==> src/rtl/uart_word_tx.sv <==
// ============================================================================
//  Module      : uart_word_tx
//  Description : Multi-word UART transmitter. Accepts one W_OUT-bit payload
//                on a valid/ready handshake and sends it as NUM_WORDS
//                back-to-back 8N1-style frames. Word 0 goes first, and each
//                frame is sent LSB first.
//  Ports       : clk     - system clock, rising edge
//                rst     - asynchronous reset, active-high
//                s_valid - payload valid
//                s_data  - payload, s_data[0] transmitted first
//                s_ready - idle, able to accept a payload
//                tx      - serial line, idle high, registered
//                busy    - inverse of s_ready
//  Revision    : 1.0 - initial release
// ============================================================================
`timescale 1ns/1ps
`default_nettype none

module uart_word_tx #(
    parameter int  CLOCKS_PER_PULSE = 5208,
    parameter int  BITS_PER_WORD    = 8,
    parameter int  W_OUT            = 16,
    localparam int NUM_WORDS        = W_OUT / BITS_PER_WORD
) (
    input  logic                                    clk,
    input  logic                                    rst,
    input  logic                                    s_valid,
    input  logic [NUM_WORDS-1:0][BITS_PER_WORD-1:0] s_data,
    output logic                                    s_ready,
    output logic                                    tx,
    output logic                                    busy
);

    localparam int BAUD_W = (CLOCKS_PER_PULSE > 1) ? $clog2(CLOCKS_PER_PULSE) : 1;
    localparam int BIT_W  = (BITS_PER_WORD > 1)    ? $clog2(BITS_PER_WORD)    : 1;
    localparam int WORD_W = (NUM_WORDS > 1)        ? $clog2(NUM_WORDS)        : 1;

    localparam logic [BAUD_W-1:0] c_BAUD_LAST = BAUD_W'(CLOCKS_PER_PULSE - 1);
    localparam logic [BIT_W-1:0]  c_BIT_LAST  = BIT_W'(BITS_PER_WORD - 1);
    localparam logic [WORD_W-1:0] c_WORD_LAST = WORD_W'(NUM_WORDS - 1);

    if ((W_OUT % BITS_PER_WORD) != 0 || W_OUT < BITS_PER_WORD) begin : g_bad_width
        $error("uart_word_tx: W_OUT must be a non-zero multiple of BITS_PER_WORD");
    end
    if (CLOCKS_PER_PULSE < 2) begin : g_bad_baud
        $error("uart_word_tx: CLOCKS_PER_PULSE must be >= 2");
    end

    typedef enum logic [1:0] {
        S_IDLE  = 2'd0,
        S_START = 2'd1,
        S_DATA  = 2'd2,
        S_STOP  = 2'd3
    } state_t;

    state_t                                  r_state, w_state;
    logic [BAUD_W-1:0]                       r_baud,  w_baud;
    logic [BIT_W-1:0]                        r_bit,   w_bit;
    logic [WORD_W-1:0]                       r_word,  w_word;
    logic [BITS_PER_WORD-1:0]                r_shift, w_shift;
    logic [NUM_WORDS-1:0][BITS_PER_WORD-1:0] r_payload, w_payload;
    logic                                    r_tx,    w_tx;
    logic                                    w_baud_end;

    always_ff @(posedge clk or posedge rst) begin
        if (rst) begin
            r_state   <= S_IDLE;
            r_baud    <= '0;
            r_bit     <= '0;
            r_word    <= '0;
            r_shift   <= '0;
            r_payload <= '0;
            r_tx      <= 1'b1;
        end else begin
            r_state   <= w_state;
            r_baud    <= w_baud;
            r_bit     <= w_bit;
            r_word    <= w_word;
            r_shift   <= w_shift;
            r_payload <= w_payload;
            r_tx      <= w_tx;
        end
    end

    always_comb begin
        w_state    = r_state;
        w_baud     = r_baud;
        w_bit      = r_bit;
        w_word     = r_word;
        w_shift    = r_shift;
        w_payload  = r_payload;
        w_baud_end = (r_baud == c_BAUD_LAST);

        // Every bit period of every non-idle state has the same length.
        if (r_state != S_IDLE) begin
            w_baud = w_baud_end ? '0 : r_baud + 1'b1;
        end

        case (r_state)
            S_IDLE: begin
                if (s_valid) begin
                    w_state   = S_START;
                    w_payload = s_data;
                    w_word    = '0;
                    w_bit     = '0;
                    w_baud    = '0;
                end
            end
            S_START: begin
                if (w_baud_end) begin
                    w_state = S_DATA;
                    w_bit   = '0;
                    w_shift = r_payload[r_word];
                end
            end
            S_DATA: begin
                if (w_baud_end) begin
                    if (r_bit == c_BIT_LAST) begin
                        w_state = S_STOP;
                    end else begin
                        w_bit   = r_bit + 1'b1;
                        w_shift = r_shift >> 1;
                    end
                end
            end
            S_STOP: begin
                if (w_baud_end) begin
                    if (r_word == c_WORD_LAST) begin
                        w_state = S_IDLE;
                    end else begin
                        w_word  = r_word + 1'b1;
                        w_state = S_START;
                    end
                end
            end
            default: w_state = S_IDLE;
        endcase

        // The line level is derived from the next state, so the registered tx
        // changes on the same edge as the state it belongs to.
        w_tx = 1'b1;
        if (w_state == S_START) begin
            w_tx = 1'b0;
        end else if (w_state == S_DATA) begin
            w_tx = w_shift[0];
        end
    end

    assign tx      = r_tx;
    assign s_ready = (r_state == S_IDLE);
    assign busy    = ~s_ready;

endmodule

`default_nettype wire

==> config.mk <==
export PLATFORM = sky130hd
export DESIGN_NAME = uart_word_tx
export DESIGN_NICKNAME = d
export VERILOG_FILES = /design/src/rtl/uart_word_tx.sv
export SDC_FILE = /design/constraint.sdc
export NUM_CORES = 1
export LEC_CHECK = 0
export ABC_CLOCK_PERIOD_IN_PS = 2900
export CORE_AREA = 3 3 69 71
export CTS_CLUSTER_SIZE = 25
export DETAILED_ROUTE_END_ITERATION = 12
export DIE_AREA = 0 0 72 74
export DONT_BUFFER_PORTS = 1
export PLACE_DENSITY = 0.68
export SYNTH_ARGS = -nofsm -noshare
export SYNTH_HDL_FRONTEND = slang
export SYNTH_SLANG_ARGS = --single-unit
==> constraint.sdc <==
create_clock -name clk -period 2.9 [get_ports clk]
set_clock_uncertainty 0.2 [all_clocks]
set_input_delay 0.58 -clock clk [delete_from_list [all_inputs] [get_ports clk]]
set_output_delay 0.58 -clock clk [all_outputs]
set_load 0.005 [all_outputs]
# Yosys cells after proc, flatten, opt, wreduce, memory -nomap -nowiden
# Index checks and enable logic that the tools add are counted.
[classes]
add_sub_neg = 3
magnitude_cmp = 1
n_eq_ne = 12
muxes = 28
n_bitwise = 1
n_reduce_logical = 9
[op_table]
columns = ["cell", "count"]
rows = [
  ["$mux 13", 4],
  ["$mux 8", 5],
  ["$pmux 8 s2", 1],
  ["$add 13x1->13 const B", 1],
  ["$eq 13x13->1 const B", 1],
  ["$mux 3", 4],
  ["$mux 2", 5],
  ["$ne 2x2->1 const B", 5],
  ["$pmux 3 s3", 1],
  ["$pmux 2 s4", 1],
  ["$eq 2x2->1 const B", 3],
  ["$mux 1", 6],
  ["$reduce_bool 2->1", 3],
  ["$reduce_and 5->1", 1],
  ["$eq 2x1->1 const B", 2],
  ["$reduce_and 4->1", 1],
  ["$add 3x1->3 const B", 1],
  ["$eq 3x3->1 const B", 1],
  ["$reduce_and 3->1", 1],
  ["$reduce_bool 3->1", 1],
  ["$logic_not 2->1", 1],
  ["$lt 1x2->1 const B", 1],
  ["$pmux 1 s2", 1],
  ["$reduce_and 2->1", 1],
  ["2 further kinds", 2],
]
[totals]
ff_bits = 44
input_bits = 19
out_inout_bits = 3

# Depth between registers and ports, before layout
[logic_depth]
depth_word = 7
depth_mapped = 9
mapped_depth_nobuf = 7

# Least setup slack after synthesis
# No wires, ideal clock.
[synth_timing]
path_type = "register -> register"
startpoint = "register r_baud[9]"
endpoint = "register r_tx (netlist: tx)"
arrival_ps = 2079
path_slack_ps = 544
stages_incl_launch_ff = 7
path_buffers = 1
cell_sequence = "dfrtp_1 > or4b_4 > or3_1 > buf_2 > a2111oi_4 > o21ai_0 > o21a_1"
[synth_via]
elab_chain_len = 6
elab_cells_between_ends = 12
[synth_rtl]
columns = ["item", "line", "source"]
rows = [
  ["start: declaration", "57", "logic [BAUD_W-1:0] r_baud, w_baud;"],
  ["start signal: assignment", "76", "r_baud <= w_baud;"],
  ["$eq 13x13->1 *", "92", "w_baud_end = (r_baud == c_BAUD_LAST);"],
  ["$mux 2 (on tied branches)", "127, 110, 117", ""],
  ["$pmux 2 s4", "99", "case (r_state)"],
  ["$eq 2x2->1", "144", "end else if (w_state == S_DATA) begin"],
  ["$mux 1", "144", ""],
  ["$mux 1 *", "142", "if (w_state == S_START) begin"],
  ["via w_tx", "62", "logic r_tx, w_tx;"],
  ["end signal: assignment", "81", "r_tx <= w_tx;"],
  ["end: declaration", "62", ""],
]
# Mark *: on every way through the listed nets, which the timed path passes. The rest lies on a longest branch. The select of a mux whose other input is x is not followed.
# A chain may end at the register's enable or synchronous reset.

# Worst setup path in the final report
[layout_timing]
startpoint = "register r_baud[3]"
endpoint = "register r_tx (netlist: tx)"
# Same word-level chain as after synthesis.

==> out/results.txt <==
Pwr dens: 443 mW/mm2
Die width: 72 um
Synth Instances: 211
Pins Over Slew Limit: 0
DRT antenna net count: 0
Post-DR vias/cell: 6.01
Placed Cells incl. Taps: 260
Syn Nets: 238
Final GP Congestion: 0.869
Slew HR: 55.6%
Die Ht: 74 um
Crit Path Class: reg2reg
Initial DRC count: 107
Max cap viols: 0
CTS HTree Levels: 2
Yosys warnings: 0
Initial antenna violation count: 0
RSZ-0062 raised after global routing: no
Avg Inst Size Synth: 10.8 um2
Postcts setup bufs: 0
Commonest non-fill, non-tap cell in the layout: dfrtp_1
CTS tree: built
Flops & latches, synth: 44
Clock buffer count from CTS: 5
Critical Path AT: 2.56 ns
Vias: 1611
Most frequent cells in the layout: dfrtp_1 (43), o21ai_0 (19), mux2_2 (18)
CTS root buf: clkbuf_8
First-pass GRT wire length: 7.77 mm
Crit. End Element: flop
# fillers: 361
Placeable Area: 0.00429 mm2
Fin. Hold Viols: 0
Tcrit/Tclk final: 87.4%
Pin count of the biggest net entering global routing: 45
Global Route Usage Sum: 18.7%
Main combinational cell family by area after synthesis: compound AO/OA/AOI/OAI gates
Worst-Margin Slew: 0.665 ns
Drt first pass iters: 4
Post-route DRC: 0
PostCTS Resize Cnt: 0
Sequential share of the synthesized area: 48.4%
Post-DP HPWL: 3.13 mm
Fin crit period: 2.53 ns
Drt total wl: 4.38 mm
Vias in the first global route: 1660
Std cell rows: 24
Post-Synth XOR/XNOR Area: 1.15%
Mux share of post-synthesis cell area: 12.4%
Status: finished, final reports clean
Initial core utilization: 53.0%
Clock Latency Late Sink: 0.29 ns
Number of distinct library cells after synthesis: 39
Simple-Gate Fraction of Synth Area: 13.0%
Non-Filler Instances: 268
Die area: 0.00533 mm2
P_leak: 0.00115 uW
Clock-pin slew on the worst setup and hold paths: 0.08 ns
Clock Path Buffers: 2
Critical Path Start Type: flop
Fin nets: 242
VDD IR max: 0.000315 V
Area grow syn2layout: 7.80%
DR WL/cell: 16.3 um
Type of the worst min-delay path: in2async
Post-synthesis adder-cell area fraction: 4.40%
Synth Area in Compound Gates: 18.2%
TritonCTS sink count: 44
Diodes inserted: 0
Number of setup violations in the final report: 0
Share of layout cells above drive strength 1: 17.1%
Number of top-level pins: 22
Crit-path max FO: 7
Post-Syn Area: 0.00228 mm2
Total negative slack: 0 ns
GR Overflow Total: 0
Max frequency: 0.395 GHz
Hold-fix buffers, CTS: 0
Port Buf Inserts: 0
CP Data Required Time: 2.93 ns
report_power, final:
| part | switching [uW] | internal [uW] | leakage [uW] |
|---|---|---|---|
| Sequential | 0 | 613 | 0.000581 |
| Clock | 204 | 256 | 0.0000552 |
| Combinational | 11.6 | 1.99 | 0.000518 |
| Total | 216 | 871 | 0.00115 |
worst max-delay path, stage by stage (launching register included):
cell and delay (ns):
dfrtp_1 0.44, or4b_4 0.60, or3_1 0.53, a2111oi_4 0.43
o21ai_0 0.14, o21a_1 0.13
state kept, by name, summed over array words and instances (netlist names):
signal     cells
r_payload     16
r_baud        13
r_shift        8
r_bit          3
r_state        2
r_word         1
tx             1
area by class of cell:
cell class	count	area, um2	area share [%]
Tap cell	52	65.1	2.65
Sequential cell	44	1100	44.9
Multi-Input combinational cell	153	1120	45.6
Inverter	6	22.5	0.917
Clock inverter	2	35.0	1.43
Timing Repair Buffer	5	37.5	1.53
Clock buffer	6	72.6	2.96
per-stage QoR:
stage | setup slack [ns] | instance area, um2 | total power (uW) | util [%] | hold WS [ns]
finish | 0.366 | 2450 | 1090 | 57.2 | 0.106
global placement | 0.453 | 2350 | 639 | 54.7 | 0.258
CTS | 0.383 | 2450 | 1100 | 57.2 | 0.127
detailed placement | 0.400 | 2350 | 640 | 54.7 | 0.272
global route | 0.299 | 2450 | 1130 | 57.2 | 0.143
floorplan | 0.544 | 2280 | 635 | - | 0.239
metal layers:
metal / vias to the layer above / track usage [%] / part of all wire [%] / routed length, um
met5: - / 0 / 0 / 0
met4: 0 / 6.89 / 1.6 / 72
met3: 8 / 4.86 / 3.8 / 167
met2: 38 / 30.3 / 47 / 2060
met1: 787 / 24.3 / 48 / 2080
li1: 778 / - / - / -
cells in the mapped netlist, drive strengths merged:
cell type  instances  area (um2)
a22o               6        52.6
nand2             15        56.3
o21ai             20         100
a31oi              2        12.5
inv                6        22.5
xnor2              2        17.5
a21o               1        7.51
or3                2        12.5
dfrtp             43        1080
ha                 8         100
or4b               3        37.5
clkbuf             6        22.5
nor3               2        15.0
a21oi             11        58.8
nand2b             5        31.3
o211ai             1        7.51
a2bb2oi            6        52.6
mux2i              8        80.1
o31ai              7        52.6
and2               2        12.5
o41ai              1        8.76
a41oi              1        8.76
dfstp              1        26.3
o41a               1        11.3
o21a               2        15.0
nand4              2        12.5
nor2b              4        25.0
a2111oi            1        27.5
xor2               1        8.76
nor2              13        48.8
buf                2        10.0
nand3              5        25.0
mux2              18         203
and3               3        18.8
path summary, 6_finish.rpt:
kind                                      startpoint                       end  slack, ns  cells past startpoint
worst max-delay path             r_baud[3]$_DFF_PP0_              tx$_DFF_PP1_       0.37                      5
worst min-delay path                             rst  r_payload[2]$_DFFE_PP0P_       0.11                      2
worst max register to register   r_baud[3]$_DFF_PP0_              tx$_DFF_PP1_       0.37                      5
worst min register to register  r_baud[12]$_DFF_PP0_      r_baud[12]$_DFF_PP0_       0.28                      1
max in group asynchronous                        rst              tx$_DFF_PP1_       2.01                      2
min in group clk                           s_data[7]  r_payload[7]$_DFFE_PP0P_       0.23                      1
cells by family (layout without fill, tap and decap cells):
| logic type | count (synthesis) | in the layout |
|---|---|---|
| simple gates | 56 | 56 |
| xor+xnor | 3 | 3 |
| compound gates | 60 | 60 |
| mux | 26 | 26 |
| flops | 44 | 44 |
| fa+ha+maj | 8 | 8 |
| buf+inv | 14 | 19 |
Note: power is estimated with default switching activity, not from simulation.
